$ cat config.mk
export PLATFORM = sky130hd
export DESIGN_NAME = garage_door_plant
export DESIGN_NICKNAME = d
export VERILOG_FILES = /design/src/rtl/garage_door_plant.sv
export SDC_FILE = /design/constraint.sdc
export NUM_CORES = 1
export LEC_CHECK = 0
export BUFFER_PORTS_ARGS = -buffer_cell sky130_fd_sc_hd__buf_2
export CAP_MARGIN = 0
export CORE_UTILIZATION = 44
export CTS_CLUSTER_DIAMETER = 50
export CTS_CLUSTER_SIZE = 40
export DETAILED_ROUTE_END_ITERATION = 12
export PLACE_DENSITY = 0.64
export SLEW_MARGIN = 20
export SYNTH_ARGS = -nofsm -noshare
export SYNTH_HDL_FRONTEND = slang
export SYNTH_SLANG_ARGS = --single-unit
$ cat constraint.sdc
create_clock -name clk -period 2.3 [get_ports clk]
set_input_delay 0.345 -clock clk [delete_from_list [all_inputs] [get_ports clk]]
set_output_delay 0.345 -clock clk [all_outputs]
set_load 0.02 [all_outputs]
$ cat src/rtl/garage_door_plant.sv
// Garage door and limit-switch model: registered state, position and prescaler; outputs decode
// combinationally from those registers (no pipeline). Drive inputs are sampled every clk edge, no backpressure.
module garage_door_plant #(
  parameter int TRAVEL   = 100,
  parameter int STEP_DIV = 4
) (
  input  logic       clk,
  input  logic       rst_n,
  input  logic       up_m,
  input  logic       down_m,
  output logic       up_max,
  output logic       down_max,
  output logic [7:0] position,
  output logic       moving,
  output logic       fault
);

  typedef enum logic [1:0] {
    STOPPED,
    RISING,
    FALLING,
    FAULT
  } state_t;

  localparam logic [7:0] TRAVEL_C    = 8'(TRAVEL);
  localparam logic [7:0] PRESC_MAX_C = 8'(STEP_DIV - 1);

  state_t     state_q, state_d;
  logic [7:0] pos_q, pos_d;
  logic [7:0] presc_q, presc_d;
  logic       both_w;
  logic [7:0] pos_inc_w, pos_dec_w;

  assign both_w    = up_m & down_m;
  assign pos_inc_w = pos_q + 8'd1;
  assign pos_dec_w = pos_q - 8'd1;

  always_ff @(posedge clk) begin
    if (!rst_n) begin
      state_q <= STOPPED;
      pos_q   <= 8'd0;
      presc_q <= 8'd0;
    end else begin
      state_q <= state_d;
      pos_q   <= pos_d;
      presc_q <= presc_d;
    end
  end

  // Prescaler defaults to clear: any edge that does not advance it discards the partial step.
  always_comb begin
    state_d = state_q;
    pos_d   = pos_q;
    presc_d = 8'd0;
    case (state_q)
      STOPPED: begin
        if (both_w)                         state_d = FAULT;
        else if (up_m && pos_q < TRAVEL_C)  state_d = RISING;
        else if (down_m && pos_q != 8'd0)   state_d = FALLING;
      end
      RISING: begin
        if (both_w)       state_d = FAULT;
        else if (!up_m)   state_d = STOPPED;
        else if (presc_q == PRESC_MAX_C) begin
          pos_d = pos_inc_w;
          if (pos_inc_w == TRAVEL_C) state_d = STOPPED;
        end else begin
          presc_d = presc_q + 8'd1;
        end
      end
      FALLING: begin
        if (both_w)       state_d = FAULT;
        else if (!down_m) state_d = STOPPED;
        else if (presc_q == PRESC_MAX_C) begin
          pos_d = pos_dec_w;
          if (pos_dec_w == 8'd0) state_d = STOPPED;
        end else begin
          presc_d = presc_q + 8'd1;
        end
      end
      FAULT: begin
        presc_d = presc_q;
      end
      default: begin
        state_d = STOPPED;
      end
    endcase
  end

  assign position = pos_q;
  assign up_max   = (pos_q == TRAVEL_C);
  assign down_max = (pos_q == 8'd0);
  assign moving   = (state_q == RISING) || (state_q == FALLING);
  assign fault    = (state_q == FAULT);

endmodule

After elaboration in Yosys (flattened, before gate mapping)
Index checks and enable logic that the tools add are counted.
W data, S select, Z words.
{"block": "totals", "input_bits": 4, "wordCells": 61, "out_inout_bits": 12, "register_bits": 18}
{"block": "classes", "mux": 25, "magnitude_cmp": 1, "bitwise": 1, "n_addsub": 3, "n_eq_ne": 17, "n_reduce_logical": 11}
{"cell": "$mux W8", "count": 11}
{"cell": "$pmux W8 S3", "count": 1}
{"cell": "$mux W2", "count": 11}
{"cell": "$ne A4 B4 Y1 const B", "count": 5}
{"cell": "$add A8 B1 Y8 const B", "count": 2}
{"cell": "$eq A8 B7 Y1 const B", "count": 2}
{"cell": "$logic_not A8 Y1", "count": 2}
{"cell": "$pmux W8 S2", "count": 1}
{"cell": "$ne A2 B2 Y1 const B", "count": 6}
{"cell": "$eq A8 B2 Y1 const B", "count": 1}
{"cell": "$lt A8 B7 Y1 const B", "count": 1}
{"cell": "$reduce_bool A8 Y1", "count": 1}
{"cell": "$sub A8 B1 Y8 const B", "count": 1}
{"cell": "$reduce_and A7 Y1", "count": 1}
{"cell": "$pmux W2 S3", "count": 1}
{"cell": "$reduce_and A6 Y1", "count": 1}
{"cell": "$eq A2 B2 Y1 const B", "count": 2}
{"cell": "$reduce_bool A3 Y1", "count": 1}
{"cell": "$eq A2 B1 Y1 const B", "count": 1}
{"cell": "$logic_and A1 B1 Y1", "count": 2}
{"cell": "$logic_not A2 Y1", "count": 1}
{"cell": "$reduce_bool A2 Y1", "count": 1}
{"cell": "$and A1 B1 Y1", "count": 1}
{"cell": "$logic_or A1 B1 Y1", "count": 1}

Logic depth before layout (Yosys ltp)
Gate-level depths: netlist (run 1).
{"block": "depth", "word_depth": 7, "depth_mapped": 9, "mapped_depth_nobuf": 8}

Worst setup path after synthesis (run 1)
No wires, ideal clock.
{"block": "synth_timing", "path_type": "register -> output", "from": "reg pos_q[0], in the netlist position[0]", "to": "out up_max", "n_path_buf": 1, "arrival_ps": 1664, "setup_slack_ps": 291, "stages_incl_launch_ff": 6, "t_required_ps": 1955, "cell_sequence": "dfxtp_1 buf_2 inv_1 ha_1 nand4b_1 nor4b_1"}
{"block": "synth_between", "elab_chain_len": 1}
{"item": "from (decl)", "line_no": "29", "rtl": "logic [7:0] pos_q, pos_d;"}
{"item": "from (signal assigned)", "line_no": "45", "rtl": "pos_q <= pos_d;"}
{"item": "$eq A8 B7 Y1", "line_no": "91", "rtl": "assign up_max = (pos_q == TRAVEL_C);"}
{"item": "to (decl)", "line_no": "11", "rtl": "output logic up_max,"}
No other way between the ends.

Final worst setup path (run 1)
{"block": "layout_timing", "from": "reg pos_q[5], in the netlist position[5]", "to": "out down_max"}
{"block": "layout_between", "elab_chain_len": 1}
{"item": "$logic_not A8 Y1", "line_no": "92", "rtl": "assign down_max = (pos_q == 8'd0);"}
{"item": "to (decl)", "line_no": "12", "rtl": "output logic down_max,"}
No other way between the ends.

==> metrics, run 1 <==
Slew Limit Headroom around 65%; post-route ant nets 0; syn_nets 183; syn_area_per_cell just over 8 um2; count of pins over their slew limit 0; Detail Placement HPWL between 2 and 2.5 mm; layout cell share with drive strength beyond 1 16.4%; mapped cell area 1360 um2; largest net degree at the start of global routing 15; worst-path fanout max 10; die width ~58 um; final setup fails 0; via density per instance 5.66; PwrDens between 400 and 500 nW/um2; cell area after layout approximately 1500 um2; clock buffer depth 2; Synth area leaders dfxtp_1, ha_1, nor2_1; clock root buffer clkbuf_4; hold path depth 3; grt ovf 0; Synth top cells by count nor2_1, dfxtp_1, nand2_1; leakage around 0.65 nW; Starting Density between 40% and 50%; CORE AREA roughly 2900 um2; largest family of logic cells by synthesized area simple AND/OR/NAND/NOR gates; WL final 2.97 mm; number of synthesized flops with an enable pin 0; slowest stage delay, CP about 520 ps; status finished, violations left; slew at the pin with the worst max-slew slack just over 500 ps; clk_skew 7.84 ps; Crit path arrival time roughly 1700 ps; Worst Hold Launch up_m; fill count 280; #FFs+latches synth 18; Cells after Synth 168; setup_tns 0 ps; vias in the first global route around 1100; Hold Violations, Final 0; first-pass GRT wire length 5.11 mm; worst vdd ir roughly 0.00031 V; Synth top area share between 20% and 30%; failing checks design-rule violations; Die Height a little under 60 um; Residual DRC 1; Adder-Cell Fraction of Synth Area a little over 10%; vias approximately 1200; initial DRC count 47; slowest CP cell or4_4; unrepaired setup endpoints after global routing false; die area around 3300 um2; CTS tree yes; clk_lat worst skew a little under 300 ps; DP Area approximately 1500 um2; r2r worst-path depth 8; Post-Synth Simple-Gate Area 32.5%; number of port buffers 15; Synth Area in Compound Gates roughly 15%; count leader, synth nor2_1; Final min period approximately 2100 ps; FFs w/ async S/R, synth 0%; GRT Overall Usage between 15 and 20%; row count 19; xor/xnor share of the synthesized area under 10%; critical-path cell list or4_4, nor4b_4, buf_2; synth warn 0; Yosys top cell by area dfxtp_1; routability cong. slightly below 0.9; Worst setup SP type flip-flop; crit path capture type primary output; drt pass-1 iters 8; max-cap viol count 0; post-synthesis mux area share approximately 1.5%; Req. time, crit path a little under 2000 ps; WP depth 3; Worst R2R Start position[1]; delay-heaviest family, CP simple AND/OR/NAND/NOR gates; post-synth cell types 43; crit path from position[5]; most used flip-flop cell after synthesis dfxtp_1; Post CTS Setup Buffer Count 0; Bufs and invs on worst path 1; Hold WC Path Type in -> reg; CTS Sinks 18; CTS buffer count 3; WL per Instance approximately 14 um; IO Pins 16; Worst Setup Path Type reg -> out; CTS H-tree lvls 1; initial antenna violation count 0; clock-pin slew on the worst setup and hold paths ~110 ps; Seq/Total Area, Yosys 26.4%; Layout Nets between 150 and 200; Max Freq about 480 MHz; synthesis-to-finish area growth 10.8%; antenna fix cells 0; crit share post-route between 90% and 100%
==> registers in the layout, indices dropped and copies added, names as in the netlist <==
name and cells:
state_q 2, presc_q 8, position 8
==> worst min-delay path: cells and delay by family <==
family                 cells  cell delay (ps)
AOI/OAI and AO/OA          1               90
buffers and inverters      1              130
muxes                      1               80
==> cell families (layout without fill, tap and decap cells) <==
family / Yosys count / count (layout)
simple gates: 76 / 76
mux: 2 / 2
compound gates: 31 / 31
flops: 18 / 18
fa+ha+maj: 11 / 11
xor+xnor: 15 / 15
buf+inv: 15 / 30
==> final cells by class <==
type | instances | area, um2 | share of cell area (%)
repair buffers | 20 | 113 | 7.45
clock buffers | 4 | 36.3 | 2.40
well taps | 31 | 38.8 | 2.57
multi-input cells | 135 | 941 | 62.3
flip-flops and latches | 18 | 360 | 23.8
inverters | 6 | 22.5 | 1.49
==> layer usage <==
metal / vias up / global-route usage, % / part of all wire (%)
met5: - / 0 / 0
met4: 0 / 7.14 / 0.61
met1: 575 / 26.6 / 48
met3: 2 / 2.01 / 2.6
li1: 614 / - / -
met2: 20 / 33.1 / 48
==> power breakdown <==
group	internal (mW)	switching, mW	leakage (nW)
logic	0.0807	0.105	0.488
registers	0.323	0.0156	0.145
clock network	0.0964	0.101	0.0210
==> cells in the final DEF, fill, tap and decap left out, types with 2 or more instances in the layout <==
master / instances
nand4b_1: 3
inv_1: 6
clkbuf_4: 3
or3_1: 2
and2_1: 7
buf_4: 5
nor3_1: 4
nand3_1: 3
nor2b_1: 2
xnor2_1: 7
a21boi_0: 3
ha_1: 11
buf_2: 15
o21ai_1: 2
nor2_1: 19
a21oi_1: 9
dfxtp_1: 18
o21ai_0: 7
nand2_1: 18
mux2i_1: 2
a41oi_1: 2
nand3b_1: 4
xor2_1: 8
nor4b_1: 3
==> stage by stage <==
stage	power [mW]	setup WS, ps	util (%)	instances	hold slack (ps)
3_3_place_gp	0.526	225	51.5	210	484
2_1_floorplan	0.485	291	-	168	457
4_1_cts	0.730	164	52.8	214	377
6_report	0.721	218	53.0	214	389
5_1_grt	0.770	99.5	53.0	214	401
3_5_place_dp	0.531	184	51.5	210	490
==> path summary, 6_finish.rpt <==
kind / end / slack [ps]
setup / recovery: down_max / 220
hold / removal: state_q[0] / 390
setup reg to reg: state_q[0] / 240
hold reg to reg: presc_q[6] / 520
==> what timing repair did <==
action,in CTS,in global routing
setup endpoints to repair,0,2
hold buffers,0,0
gates resized for setup,0,1
No activity file was read; power rests on OpenSTA's default activity.
==> run 2, diff against run 1 <==
GPL_TIMING_DRIVEN = 0   (was default)
clock period = 2.32 ns   (was 2.3 ns; I/O delays follow)
==> run 2 against run 1 <==
Net effect: the run still ends with design-rule violations left; worst setup slack better by 26 ps; die area stayed put; clock skew is 2.9 ps lower; non-clock buffer count is 4 higher; critical endpoint unchanged; highest routed layer unchanged.
==> metrics, run 2 (synthesis gave the netlist of run 1 again) <==
Worst Hold Launch rst_n (was up_m); placed cell count 214 (was 210); Util after Layout 52.8% (was 53.0%); Max Freq between 400 and 500 MHz; Post CTS Setup Buffer Count 0 (unchanged); total chip power 0.665 mW (was 0.721 mW); clk_skew 4.91 ps (was 7.84 ps); Hold Violations, Final 0 (unchanged); first-pass GRT wire length 4.92 mm (was 5.11 mm); leakage 0.653 nW (was 0.654 nW); unrepaired setup endpoints after global routing false (unchanged); hold path depth 3 (unchanged); Worst Setup Path Type reg -> out (unchanged); PwrDens 441 nW/um2 (was 477 nW/um2); Hold Path Sink state_q[0] (unchanged); crit path capture type primary output (unchanged); failing checks design-rule violations (unchanged); Hold WC Path Type in -> reg (unchanged); clock-pin slew on the worst setup and hold paths 90 ps (was 110 ps); via density per instance 5.54 (was 5.66); drt pass-1 iters 8 (unchanged); clk_lat worst skew 290 ps (about the same); Final min period just over 2000 ps; Detail Placement HPWL 2.14 mm (was 2.19 mm); vias in the first global route 1102 (was 1142); most frequent cells in the layout buf_2, nor2_1, nand2_1, dfxtp_1, ha_1 (was nor2_1, nand2_1, dfxtp_1); post-route insts no fill 217 (was 214); worst-path fanout max 4 (was 10); die width 57.7 um (unchanged); Crit path arrival time 1730 ps (was 1740 ps); final worst slack 244 ps (was 218 ps); CTS Sinks 18 (unchanged); layout cell share with drive strength beyond 1 15.6% (was 16.4%); setup_tns 0 ps (unchanged); Starting Density 47.8% (unchanged); CTS H-tree lvls 1 (unchanged); largest net degree at the start of global routing 11 (was 15); CTS tree yes (unchanged); routability cong. 0.798 (was 0.883); Die Height 57.7 um (unchanged); CORE AREA 2850 um2 (unchanged); count of pins over their slew limit 0 (unchanged); worst vdd ir 0.000304 V (was 0.000310 V); crit share post-route about nine tenths; number of port buffers 15 (unchanged); Layout Nets 203 (was 199); r2r worst-path depth 9 (was 8); max-cap viol count 0 (unchanged); grt ovf 0 (unchanged); synthesis-to-finish area growth 10.5% (was 10.8%); clock root buffer clkbuf_4 (unchanged); initial antenna violation count 0 (unchanged); die area 3330 um2 (unchanged); WL per Instance 13.2 um (was 13.9 um); WL final 2.87 mm (was 2.97 mm); status finished, violations left (unchanged); Worst R2R Start position[0] (was position[1]); slew at the pin with the worst max-slew slack 559 ps (was 516 ps); row count 19 (unchanged); clock buffer depth 2 (unchanged); pre-CTS WS 223 ps (was 184 ps); CTS buffer count 3 (unchanged); Slew Limit Headroom 62.2% (was 65.2%); IO Pins 16 (unchanged); post-route ant nets 0 (unchanged); Worst R2R Setup Slack 280 ps (was 240 ps); antenna fix cells 0 (unchanged); GRT Overall Usage 18.8% (was 19.8%); Worst setup SP type flip-flop (unchanged); RR Endpoint state_q[1] (was state_q[0]); vias 1203 (was 1211); final setup fails 0 (unchanged); initial DRC count 55 (was 47); Residual DRC 1 (unchanged); Req. time, crit path 1970 ps (was 1960 ps)
==> run 2: cell count changes in the layout (fill, tap and decap cells not counted), sizes merged <==
cell,before,now
clkbuf,4,7
==> run 2: repair_timing <==
item                                    4_1_cts  5_1_grt
endpoints found under the setup margin        0        1
hold buffers                                  0        0
resized for setup                             0        1
==> run 2: where the power goes <==
group | internal (mW) | total [mW] | switching [mW] | leakage [nW]
sequential | 0.320 | 0.336 | 0.0162 | 0.145
combinational | 0.0763 | 0.181 | 0.105 | 0.494
clock | 0.0603 | 0.148 | 0.0875 | 0.0138
==> run 2: metrics by stage <==
| step | cell area, um2 | hold slack, ps |
|---|---|---|
| floorplan | 1360 | 457 |
| global placement | 1480 | 473 |
| detailed placement | 1480 | 482 |
| CTS | 1500 | 348 |
| global route | 1510 | 360 |
| finish | 1510 | 360 |
==> run 2: area by class of cell <==
cell class	count	area (um2)
tap	31	38.8
timing repair buffer	15	75.1
inverter	6	22.5
clock buffer	3	22.5
buffer	9	46.3
multi-input combinational	135	941
sequential	18	360
fill	257	1350
==> run 2: worst max-delay path, cell delays in order, from the launching register on <==
cell and delay, ps:
dfxtp_1 350, or4_4 600, nor4b_4 290, buf_2 200
==> run 2: layer usage <==
metal | vias up | part of all wire, % | global-route usage (%)
met5 | - | 0 | 0
met4 | 0 | 0.42 | 3.06
met3 | 2 | 4.4 | 4.02
met2 | 32 | 45 | 30.2
met1 | 548 | 50 | 26.6
li1 | 621 | - | -
==> run 2: how the worst max path moves through the flow <==
stage	start	to	slack [ps]
6_report	position[2]	down_max	240
3_3_place_gp	position[0]	state_q[1]	270
3_5_place_dp	position[0]	state_q[1]	220
5_1_grt	position[0]	state_q[1]	90
4_1_cts	position[0]	state_q[1]	210
2_1_floorplan	position[0]	up_max	310
==> run 3, diff against run 2 <==
RECOVER_POWER = 25   (was default)
==> run 3 against run 2 <==
Net effect: the run still ends with design-rule violations left; routed wire length about the same; highest routed layer unchanged; maximum frequency rose by 0.13%; utilization is 0.31 points lower; register-to-register slack hardly changed; non-clock buffer count unchanged; critical path depth unchanged.
==> metrics, run 3 (synthesis gave the netlist of run 1 again) <==
vias 1202 (was 1203); worst vdd ir 0.000304 V (about the same); Req. time, crit path 1970 ps (about the same); worst-path fanout max 4 (unchanged); CTS H-tree lvls 1 (unchanged); Residual DRC 1 (unchanged); Die Height 57.7 um (unchanged); final setup fails 0 (unchanged); WL final 2.87 mm (about the same); Crit path arrival time 1730 ps (about the same); delay-heaviest family, CP simple AND/OR/NAND/NOR gates (unchanged); clk_lat worst skew 290 ps (about the same); PwrDens 444 nW/um2 (was 441 nW/um2); Detail Placement HPWL 2.14 mm (unchanged); die area 3330 um2 (unchanged); leakage 0.622 nW (was 0.653 nW); commonest non-fill, non-tap cell in the layout nor2_1; Worst R2R Start position[0] (unchanged); Worst setup SP type flip-flop (unchanged); initial DRC count 59 (was 55); vias in the first global route 1102 (unchanged); clk_skew 5.00 ps (was 4.91 ps); Worst Hold Launch rst_n (unchanged); Worst Setup Path Type reg -> out (unchanged); unrepaired setup endpoints after global routing false (unchanged); via density per instance 5.54 (about the same); r2r worst-path depth 9 (unchanged); IO Pins 16 (unchanged); setup_tns 0 ps (unchanged); crit path capture type primary output (unchanged); Hold WC Path Type in -> reg (unchanged); first-pass GRT wire length 4.92 mm (unchanged); count of pins over their slew limit 0 (unchanged); clock root buffer clkbuf_4 (unchanged); pre-CTS WS 223 ps (unchanged); crit path from position[2] (unchanged); number of port buffers 15 (unchanged); WP depth 3 (unchanged); Post CTS Setup Buffer Count 0 (unchanged); final worst slack 246 ps (was 244 ps); clock buffer depth 2 (unchanged); status finished, violations left (unchanged); WL per Instance 13.2 um (about the same); GRT Overall Usage 18.8% (unchanged); slowest CP cell or4_4 (unchanged); CTS tree yes (unchanged); antenna fix cells 0 (unchanged); most frequent cells in the layout nor2_1, nand2_1, dfxtp_1 (was buf_2, nor2_1, nand2_1, dfxtp_1, ha_1); CORE AREA 2850 um2 (unchanged); clock-pin slew on the worst setup and hold paths 90 ps (about the same); critical-path cell list or4_4, nor4b_4, buf_2 (unchanged); Max Freq 482 MHz (about the same); post-route ant nets 0 (unchanged); Layout Nets 203 (unchanged); Slew Limit Headroom 62.9% (was 62.2%); initial antenna violation count 0 (unchanged); row count 19 (unchanged); hold path depth 3 (unchanged); synthesis-to-finish area growth 9.82% (was 10.5%); crit share post-route 89.4% (was 89.5%); Bufs and invs on worst path 1 (unchanged); die width 57.7 um (unchanged); CTS buffer count 3 (unchanged); Starting Density 47.8% (unchanged); Final min period 2070 ps (was 2080 ps); slowest stage delay, CP 600 ps (about the same); slew at the pin with the worst max-slew slack 549 ps (was 559 ps); max-cap viol count 0 (unchanged); cell area after layout 1500 um2 (was 1510 um2); DP Area 1480 um2 (unchanged); largest net degree at the start of global routing 11 (unchanged); layout cell share with drive strength beyond 1 11.8% (was 15.6%); Util after Layout 52.5% (was 52.8%); failing checks design-rule violations (unchanged); Hold Violations, Final 0 (unchanged); routability cong. 0.798 (unchanged); CTS Sinks 18 (unchanged); drt pass-1 iters 9 (was 8); grt ovf 0 (unchanged)
[run 3: through the flow]
step / instances / power, mW / hold WS [ps]
after floorplan: 168 / 0.481 / 457
after global placement: 214 / 0.518 / 473
after detailed placement: 214 / 0.524 / 482
after CTS: 217 / 0.675 / 348
after global routing: 217 / 0.715 / 360
final: 217 / 0.665 / 359
[run 3: what timing repair did]
action	in CTS	in global routing
gates resized for setup	0	1
hold buffers	0	0
setup endpoints to repair	0	1
[run 3: worst register-to-register path, delay by kind of cell, from the launching register on]
family | cells | cell delay [ps]
DFF | 1 | 430
buffers and inverters | 3 | 400
adders and majority gates | 1 | 250
AOI/OAI and AO/OA | 1 | 140
and+or+nand+nor | 2 | 420
xor gates and xnor gates | 1 | 150
muxes | 1 | 140
[run 3: power breakdown]
group | total [mW] | switching (mW) | internal (mW) | leakage (nW)
Clock | 0.148 | 0.0877 | 0.0603 | 0.0138
Combinational | 0.181 | 0.105 | 0.0763 | 0.463
Sequential | 0.336 | 0.0161 | 0.320 | 0.145
[run 3: path summary, 6_finish.rpt]
path / end / slack (ps)
max reg2reg: state_q[1] / 270
min: state_q[0] / 360
max: down_max / 250
min reg2reg: presc_q[6] / 500
[run 3: final cells by class]
class / instances / area, um2
buffer: 9 / 46.3
clock buffer: 3 / 22.5
fill: 262 / 1360
inverter: 6 / 22.5
multi-input combinational: 135 / 941
sequential: 18 / 360
tap: 31 / 38.8
timing repair buffer: 15 / 66.3
[run 3: routing by layer]
layer / GRT usage [%] / up-vias / routed length (um)
met5: 0 / - / 0
li1: - / 620 / -
met4: 3.06 / 0 / 12
met1: 26.6 / 552 / 1430
met3: 4.02 / 2 / 134
met2: 30.2 / 28 / 1300
